==> src/rtl/serial_pkg.sv <==
// Shared definitions for both ends of the serial shift path, so that the
// serializer and the deserializer agree on word width and bit order.
package serial_pkg;

   localparam int DEFAULT_WIDTH = 4;

   typedef enum logic {
      LSB_FIRST = 1'b0,
      MSB_FIRST = 1'b1
   } bit_order_e;

   // Width of a counter that must hold the values 0..width.
   function automatic int cnt_w(input int width);
      return $clog2(width + 1);
   endfunction

endpackage

==> src/rtl/sipo_deserializer_bit_counter.sv <==
// Modulo-MODULUS bit counter. o_wrap pulses on the increment that
// returns the count to zero.
module bit_counter
   import serial_pkg::*;
#(
   parameter int MODULUS = DEFAULT_WIDTH,
   parameter int CW      = cnt_w(MODULUS)
) (
   input  logic          clk,
   input  logic          reset,
   input  logic          i_clear,
   input  logic          i_inc,
   output logic [CW-1:0] o_cnt,
   output logic          o_wrap
);

   logic [CW-1:0] r_cnt;
   logic          w_last;

   assign w_last = (r_cnt == CW'(MODULUS - 1));
   assign o_wrap = i_inc && !i_clear && w_last;
   assign o_cnt  = r_cnt;

   // Clear takes priority over an increment in the same cycle.
   always_ff @(posedge clk) begin
      if (reset) begin
         r_cnt <= '0;
      end else if (i_clear) begin
         r_cnt <= '0;
      end else if (i_inc) begin
         r_cnt <= w_last ? '0 : r_cnt + 1'b1;
      end
   end

endmodule

==> src/rtl/sipo_deserializer.sv <==
// Serial-in, parallel-out deserializer with a registered output word, a
// valid/ready handshake and a sticky overrun flag.
module sipo_deserializer #(
   parameter int WIDTH     = serial_pkg::DEFAULT_WIDTH,
   parameter bit MSB_FIRST = 1'b1
) (
   input  logic                                 clk,
   input  logic                                 reset,
   input  logic                                 sin,
   input  logic                                 shift,
   input  logic                                 clear,
   output logic [WIDTH-1:0]                     dout,
   output logic                                 dout_valid,
   input  logic                                 dout_ready,
   output logic                                 busy,
   output logic [serial_pkg::cnt_w(WIDTH)-1:0]  bit_cnt,
   output logic                                 overrun
);

   localparam serial_pkg::bit_order_e ORDER = serial_pkg::bit_order_e'(MSB_FIRST);
   localparam int CW = serial_pkg::cnt_w(WIDTH);

   logic [WIDTH-1:0] r_sreg;
   logic [WIDTH-1:0] r_dout;
   logic             r_valid;
   logic             r_overrun;
   logic [WIDTH-1:0] w_sreg_next;
   logic             w_wrap;
   logic [CW-1:0]    w_cnt;

   bit_counter #(
      .MODULUS (WIDTH),
      .CW      (CW)
   ) u_bit_counter (
      .clk     (clk),
      .reset   (reset),
      .i_clear (clear),
      .i_inc   (shift),
      .o_cnt   (w_cnt),
      .o_wrap  (w_wrap)
   );

   // The completing word includes the bit arriving on this edge.
   assign w_sreg_next = (ORDER == serial_pkg::MSB_FIRST) ? {r_sreg[WIDTH-2:0], sin}
                                                         : {sin, r_sreg[WIDTH-1:1]};

   // NOTE: all state is assigned with <= so every flop samples pre-edge values.
   always_ff @(posedge clk) begin
      if (reset) begin
         r_sreg    <= '0;
         r_dout    <= '0;
         r_valid   <= 1'b0;
         r_overrun <= 1'b0;
      end else begin
         if (clear) begin
            r_sreg <= '0;
         end else if (shift) begin
            r_sreg <= w_sreg_next;
         end

         if (w_wrap) begin
            r_dout  <= w_sreg_next;
            r_valid <= 1'b1;
            if (r_valid && !dout_ready) begin
               r_overrun <= 1'b1;
            end
         end else if (dout_ready) begin
            r_valid <= 1'b0;
         end
      end
   end

   assign dout       = r_dout;
   assign dout_valid = r_valid;
   assign overrun    = r_overrun;
   assign bit_cnt    = w_cnt;
   assign busy       = (w_cnt != '0);

endmodule

==> config.mk <==
export PLATFORM = sky130hd
export DESIGN_NAME = sipo_deserializer
export DESIGN_NICKNAME = d
export VERILOG_FILES = /design/src/rtl/serial_pkg.sv /design/src/rtl/sipo_deserializer_bit_counter.sv /design/src/rtl/sipo_deserializer.sv
export SDC_FILE = /design/constraint.sdc
export NUM_CORES = 1
export LEC_CHECK = 0
export ABC_AREA = 1
export BUFFER_PORTS_ARGS = -buffer_cell sky130_fd_sc_hd__buf_2
export CAP_MARGIN = 10
export CORE_AREA = 2 2 39 41
export DETAILED_ROUTE_END_ITERATION = 10
export DIE_AREA = 0 0 41 43
export REMOVE_ABC_BUFFERS = 1
export SYNTH_ARGS = -nofsm -noshare
export SYNTH_HDL_FRONTEND = slang
export SYNTH_SLANG_ARGS = --single-unit
==> constraint.sdc <==
create_clock -name clk -period 2.7 [get_ports clk]
set_input_delay 0.27 -clock clk [delete_from_list [all_inputs] [get_ports clk]]
set_output_delay 0.27 -clock clk [all_outputs]
set_load 0.005 [all_outputs]
==> key figures, run 1 <==
Status
  • Outcome: finished, final reports clean

Critical path
  • Critical path fanouts, max: 4
  • Crit start category: register
  • Critical Path AT: 1.08 ns
  • CP required: 2.43 ns
  • CP Class: reg -> out
  • Nature of the critical path endpoint: primary output

Route
  • Drt wl/cell: 9.04 µm
  • Detailed Route Iter0 Violations: 5
  • Routed wire length: 895 µm
  • Post-route ant nets: 0
  • Via-per-instance ratio: between 4 and 5
  • Initial DRT Pass Iterations: 4
  • Vias: 453
  • DRC: 0

Cells and area
  • Nets: 92
  • Area Growth Syn to Fin: 23.4%
  • Final core utilization: a little under half
  • Share of cells above drive strength 1: 28.9%
  • N_diodes: 0

Logic synthesis
  • Sequential-to-total area share from yosys stat: between 40% and 50%
  • Async SR Flop Fraction: 0%
  • Top cells by count, synth: dfxtp_1, inv_1, a21oi_1
  • Synthesized area: 513 µm²
  • Syn. warnings: 0
  • Post-Synthesis Cells: 65
  • Area share of the largest cell type after synthesis: between 40 and 50%
  • Area leader, netlist: dfxtp_1
  • Netlist cell types: 16
  • Synth area leaders: dfxtp_1, a21oi_1, inv_1, nand2_1, nor2_1
  • Most numerous cell in the Yosys netlist: dfxtp_1
  • Post-synth EDFFs: 0
  • FF+latch count, synth: 12
  • Mapped Avg Cell Area: between 7 and 8 µm²
  • Ys flop type: dfxtp_1

Timing
  • Tmin final: roughly 1.4 ns
  • Final setup margin: 1.35 ns
  • Fin Setup TNS: 0 ns
  • Slew headroom: 80.9%
  • Max Transition Viols Final: 0
  • Final worst path period share: 50.1%
  • Hold Vio Cnt, Final: 0
  • Slew @ Worst Pin: about 0.29 ns
  • Fin Clk Skew: about 0.00045 ns
  • Final setup vio count: 0
  • RSZ-0062 raised after global routing: false
  • Fmax: 0.739 GHz

Floorplanning
  • Die X: 41 µm
  • Initial Util: between 30% and 40%
  • Die ar.: approximately 0.0018 mm²
  • Die H: roughly 43 µm
  • IO Pins: 16
  • Row count: 14
  • Placeable core area: ~0.0014 mm²

Clock network
  • H-Tree Depth: 1
  • Setup bufs post-CTS: 0
  • Root cell of the clock tree: clkbuf_4
  • CTS tree: yes
  • Bufs on Longest Clock Path: 2
  • Worst-Skew Late Latency: 0.28 ns
  • Post-CTS Hold Buffers: 0
  • Clk slew on worst S/H paths: 0.07 ns
  • Post-cts sizing count: 0
  • CTS buffer count: 3
  • Clk sinks: 12

GRT
  • Initial antenna violation count: 0
  • First-pass GRT wire length: between 1 and 1.5 mm
  • GRT Resource Usage Total: about 12%
  • Largest net degree at the start of global routing: 12
  • Vias in the first global route: 364
  • Grt total ovfl: 0

Place
  • GPL Wtd Cong: between 0.6 and 0.7
  • Pre-CTS WS: 1.62 ns
  • Port Buf Inserts: 15

Pwr
  • Pwr Density: 552 mW/mm²
  • Worst vdd ir: around 0.00027 V
  • Leakage: 0.303 nW

Job
  • Max-Cap Viols: 0

Worst hold path
  • Hold WC Path Type: in -> reg
## cells by family after synthesis
family / share of synthesized area [%]
AOI/OAI and AO/OA: 15.4
adders and majority gates: 4.88
buffers and inverters: 11.0
DFF: 46.8
and+or+nand+nor: 22.0
## layer usage
metal  wire length [µm]  GRT usage [%]  vias up  share of wire, %
met1                419           14.4      192                47
met5                  0              0        -                 0
li1                   -              -      242                 -
met4                 36           12.0        0               4.0
met2                371           15.9       14                41
met3                 67           4.71        5               7.5
## placed cells by master (no fill, tap or decap)
cell and instances:
nand2_2 1, inv_2 1, ha_1 2, nand3_1 4, inv_1 11, nand3b_1 1
a21oi_2 1, nor2_4 1, nand2_1 7, dfxtp_1 12, nor2_1 7, buf_2 15
clkbuf_8 1, nor3_1 1, clkbuf_4 3, nand3_2 1, o21ai_0 4, a21oi_1 10
## path summary, 6_finish.rpt
| kind | start | end | slack (ns) | cells after the start |
|---|---|---|---|---|
| min | reset | overrun | 0.18 | 2 |
| min reg2reg | overrun | overrun | 0.46 | 2 |
| max | u_bit_counter.o_cnt[0] | busy | 1.35 | 4 |
| max reg2reg | u_bit_counter.o_cnt[0] | u_bit_counter.o_cnt[1] | 1.63 | 4 |
## area by class of cell
| class | count | area (µm²) |
|---|---|---|
| timing repair buffer | 15 | 75.1 |
| multi-input combinational | 40 | 216 |
| sequential | 12 | 240 |
| fill | 149 | 751 |
| clock buffer | 4 | 36.3 |
| tap | 16 | 20.0 |
| inverter | 12 | 45.0 |
## stage by stage
stage	hold WS (ns)	area, µm²	std cells	total power, mW
global route	0.180	633	99	0.366
global placement	0.446	597	95	0.210
detailed placement	0.445	597	95	0.211
finish	0.183	633	99	0.349
floorplan	0.332	502	64	0.199
CTS	0.180	633	99	0.356
## worst max-delay path: stages, from the launching register on
cell and delay (ns):
dfxtp_1 0.38, inv_1 0.08, ha_1 0.19, nand2_1 0.06, buf_2 0.10
## power breakdown
group          leakage (nW)  switching [mW]  internal [mW]  total, mW
clock network        0.0210          0.0614         0.0821      0.143
logic                 0.185          0.0147        0.00937     0.0240
registers            0.0972         0.00192          0.180      0.182
total                 0.303          0.0780          0.271      0.349
## registers in the layout, indices dropped and copies added (netlist names)
name / count
u_bit_counter.o_cnt: 3
dout: 4
overrun: 1
dout_valid: 1
r_sreg: 3
(Power assumes the default switching activity.)
==> run 2, diff against run 1 <==
- PLACE_DENSITY: unset -> 0.65
- clock period: 2.7 -> 1.2 ns (I/O delays scaled with it)
==> run 2 against run 1 <==
Compared with the run above:
- critical path depth unchanged
- setup slack lost 1.3 ns
- sequential cell count unchanged
- hold slack worse by 0.15 ns
- clock-buffer cell count is the same
- combinational power increased by 130%
- global-route usage down 0.32 points
- critical path type unchanged
- critical endpoint unchanged
- largest power group unchanged
==> key figures, run 2 (synthesis results as in run 1) <==
Timing
  • Slew @ Worst Pin: 0.281 ns (was 0.285 ns)
  • Tmin final: 1.11 ns
  • RSZ-0062 raised after global routing: false (unchanged)
  • Final setup vio count: 0 (unchanged)
  • Slew headroom: 81.2% (was 80.9%)
  • Max Transition Viols Final: 0 (unchanged)
  • Final worst path period share: between 90% and 100%
  • Hold Vio Cnt, Final: 0 (unchanged)
  • Fin Setup TNS: 0 ns (unchanged)
  • Fmax: 0.897 GHz
  • Fin Clk Skew: 0.00288 ns (was 0.000445 ns)

Place
  • Port Buf Inserts: 15 (unchanged)
  • Post-DP Area: 597 µm² (unchanged)
  • GPL Wtd Cong: 0.749 (was 0.620)
  • Detailed placer's ending HPWL: 685 µm

GRT
  • Initial antenna violation count: 0 (unchanged)
  • Grt total ovfl: 0 (unchanged)
  • GRT Resource Usage Total: 12.0% (was 12.3%)
  • Vias in the first global route: 355 (was 364)
  • Largest net degree at the start of global routing: 12 (unchanged)
  • First-pass GRT wire length: 1.36 mm (was 1.39 mm)

Pwr
  • Seq pwr share: 51.2% (was 52.1%)
  • Clk network pwr share: 41.9% (was 41.1%)
  • Logic pwr share: 6.9% (about the same)
  • Int Power: 0.612 mW (was 0.271 mW)
  • Switching part of the total power: 23.6% (was 22.3%)
  • Leakage: 0.303 nW (about the same)
  • Worst vdd ir: 0.000506 V (was 0.000266 V)
  • Pwr Density: 1250 mW/mm² (was 552 mW/mm²)
  • Psw: 0.189 mW (was 0.0780 mW)

Clock network
  • Clk slew on worst S/H paths: 0.08 ns (was 0.07 ns)
  • Worst-Skew Late Latency: 0.28 ns (about the same)
  • Post-CTS Hold Buffers: 0 (unchanged)
  • CTS tree: yes (unchanged)
  • H-Tree Depth: 1 (unchanged)
  • Root cell of the clock tree: clkbuf_4 (unchanged)
  • Clk sinks: 12 (unchanged)
  • CTS buffer count: 3 (unchanged)
  • Bufs on Longest Clock Path: 2 (unchanged)

Cells and area
  • Fillers: 139 (was 149)
  • Most common cell after layout, fill and taps aside: buf_2 (unchanged)
  • Nets: 92 (unchanged)
  • Area Growth Syn to Fin: 24.4% (was 23.4%)
  • N_diodes: 0 (unchanged)
  • Largest register FFs: 4 (unchanged)
  • Final instance area: 638 µm² (was 633 µm²)
  • Share of cells above drive strength 1: 33.7% (was 28.9%)
  • Most frequent cells in the layout: buf_2, inv_1, a21oi_1, dfxtp_1 (was buf_2, dfxtp_1, inv_1, a21oi_1)

Floorplanning
  • Initial Util: 37.1% (unchanged)
  • Row count: 14 (unchanged)
  • Die X: 41 µm (unchanged)
  • Die ar.: 0.00176 mm² (unchanged)
  • Placeable core area: 0.00138 mm² (unchanged)
  • IO Pins: 16 (unchanged)
  • Die H: 43 µm (unchanged)

Route
  • Post-route ant nets: 0 (unchanged)
  • Initial DRT Pass Iterations: 3 (was 4)
  • Drt wl/cell: 9.54 µm (was 9.04 µm)
  • Via-per-instance ratio: 4.59 (was 4.58)
  • Detailed Route Iter0 Violations: 6 (was 5)
  • DRC: 0 (unchanged)
  • Vias: 454 (was 453)
  • Routed wire length: 944 µm (was 895 µm)

Critical path
  • Slowest stage delay, CP: 0.34 ns (was 0.38 ns)
  • R2r setup slk: 0.15 ns (was 1.63 ns)
  • CP Buf/Inv Count: 2 (unchanged)
  • Crit-path leading delay family: flip-flops (unchanged)
  • Crit start category: register (unchanged)
  • CP required: 1.08 ns (was 2.43 ns)
  • Nature of the critical path endpoint: primary output (unchanged)
  • CP max stage cell: dfxtp_2 (was dfxtp_1)
  • Critical path fanouts, max: 3 (was 4)
  • CP Class: reg -> out (unchanged)
  • Critical Path AT: 0.99 ns (was 1.08 ns)
  • Crit-path cells: inv_1 -> ha_2 -> nand2_1 -> buf_2 (was inv_1 -> ha_1 -> nand2_1 -> buf_2)

Job
  • Max-Cap Viols: 0 (unchanged)

Status
  • Outcome: finished, final reports clean (unchanged)

Worst hold path
  • Hold WC Path Type: in -> reg (unchanged)
==> run 2: cell counts in the layout (fill, tap and decap cells not counted) <==
Identical to the previous run, type by type.
==> run 2: final cells by class <==
| type | count | area, µm² | share of cell area, % |
|---|---|---|---|
| Tap cell | 16 | 20.0 | 3.14 |
| Inverter | 12 | 45.0 | 7.06 |
| Sequential cell | 12 | 243 | 38.0 |
| Timing Repair Buffer | 15 | 75.1 | 11.8 |
| Clock buffer | 4 | 36.3 | 5.69 |
| Multi-Input combinational cell | 40 | 219 | 34.3 |
==> run 2: routing by layer <==
metal	vias to the layer above	wire length, µm	global-route usage, %
met5	-	0	0
met4	0	31	13.3
met3	3	48	3.14
met2	12	440	16.6
met1	194	424	13.1
li1	245	-	-
==> run 2: power by group through the flow <==
stage | registers [mW] | logic, mW | clock network [mW]
4_1_cts | 0.409 | 0.0553 | 0.342
3_5_place_dp | 0.418 | 0.0551 | 0
5_1_grt | 0.410 | 0.0638 | 0.360
6_report | 0.410 | 0.0553 | 0.335
2_1_floorplan | 0.418 | 0.0297 | 0
3_3_place_gp | 0.418 | 0.0540 | 0
==> run 2: through the flow <==
stage	util [%]	std cells	power (mW)	setup slack (ns)	hold WS, ns
floorplan	-	64	0.448	0.195	0.182
global placement	43.1	95	0.472	0.175	0.331
detailed placement	43.1	95	0.473	0.140	0.330
CTS	45.8	99	0.807	0.0382	0.0255
global route	46.1	99	0.834	0.0185	0.0320
finish	46.1	99	0.801	0.0857	0.0294
==> run 2: final timing paths <==
| path | startpoint | endpoint | depth (start not counted) |
|---|---|---|---|
| setup reg to reg | u_bit_counter.o_cnt[0] | dout[1] | 6 |
| hold / removal | reset | overrun | 2 |
| hold reg to reg | r_sreg[2] | r_sreg[2] | 2 |
| setup / recovery | u_bit_counter.o_cnt[1] | busy | 4 |
==> run 2: repair_timing <==
action                     4_1_cts  5_1_grt
setup endpoints to repair        1        1
buffers inserted                 0        0
resized for setup                1        3
pin swaps                        0        1
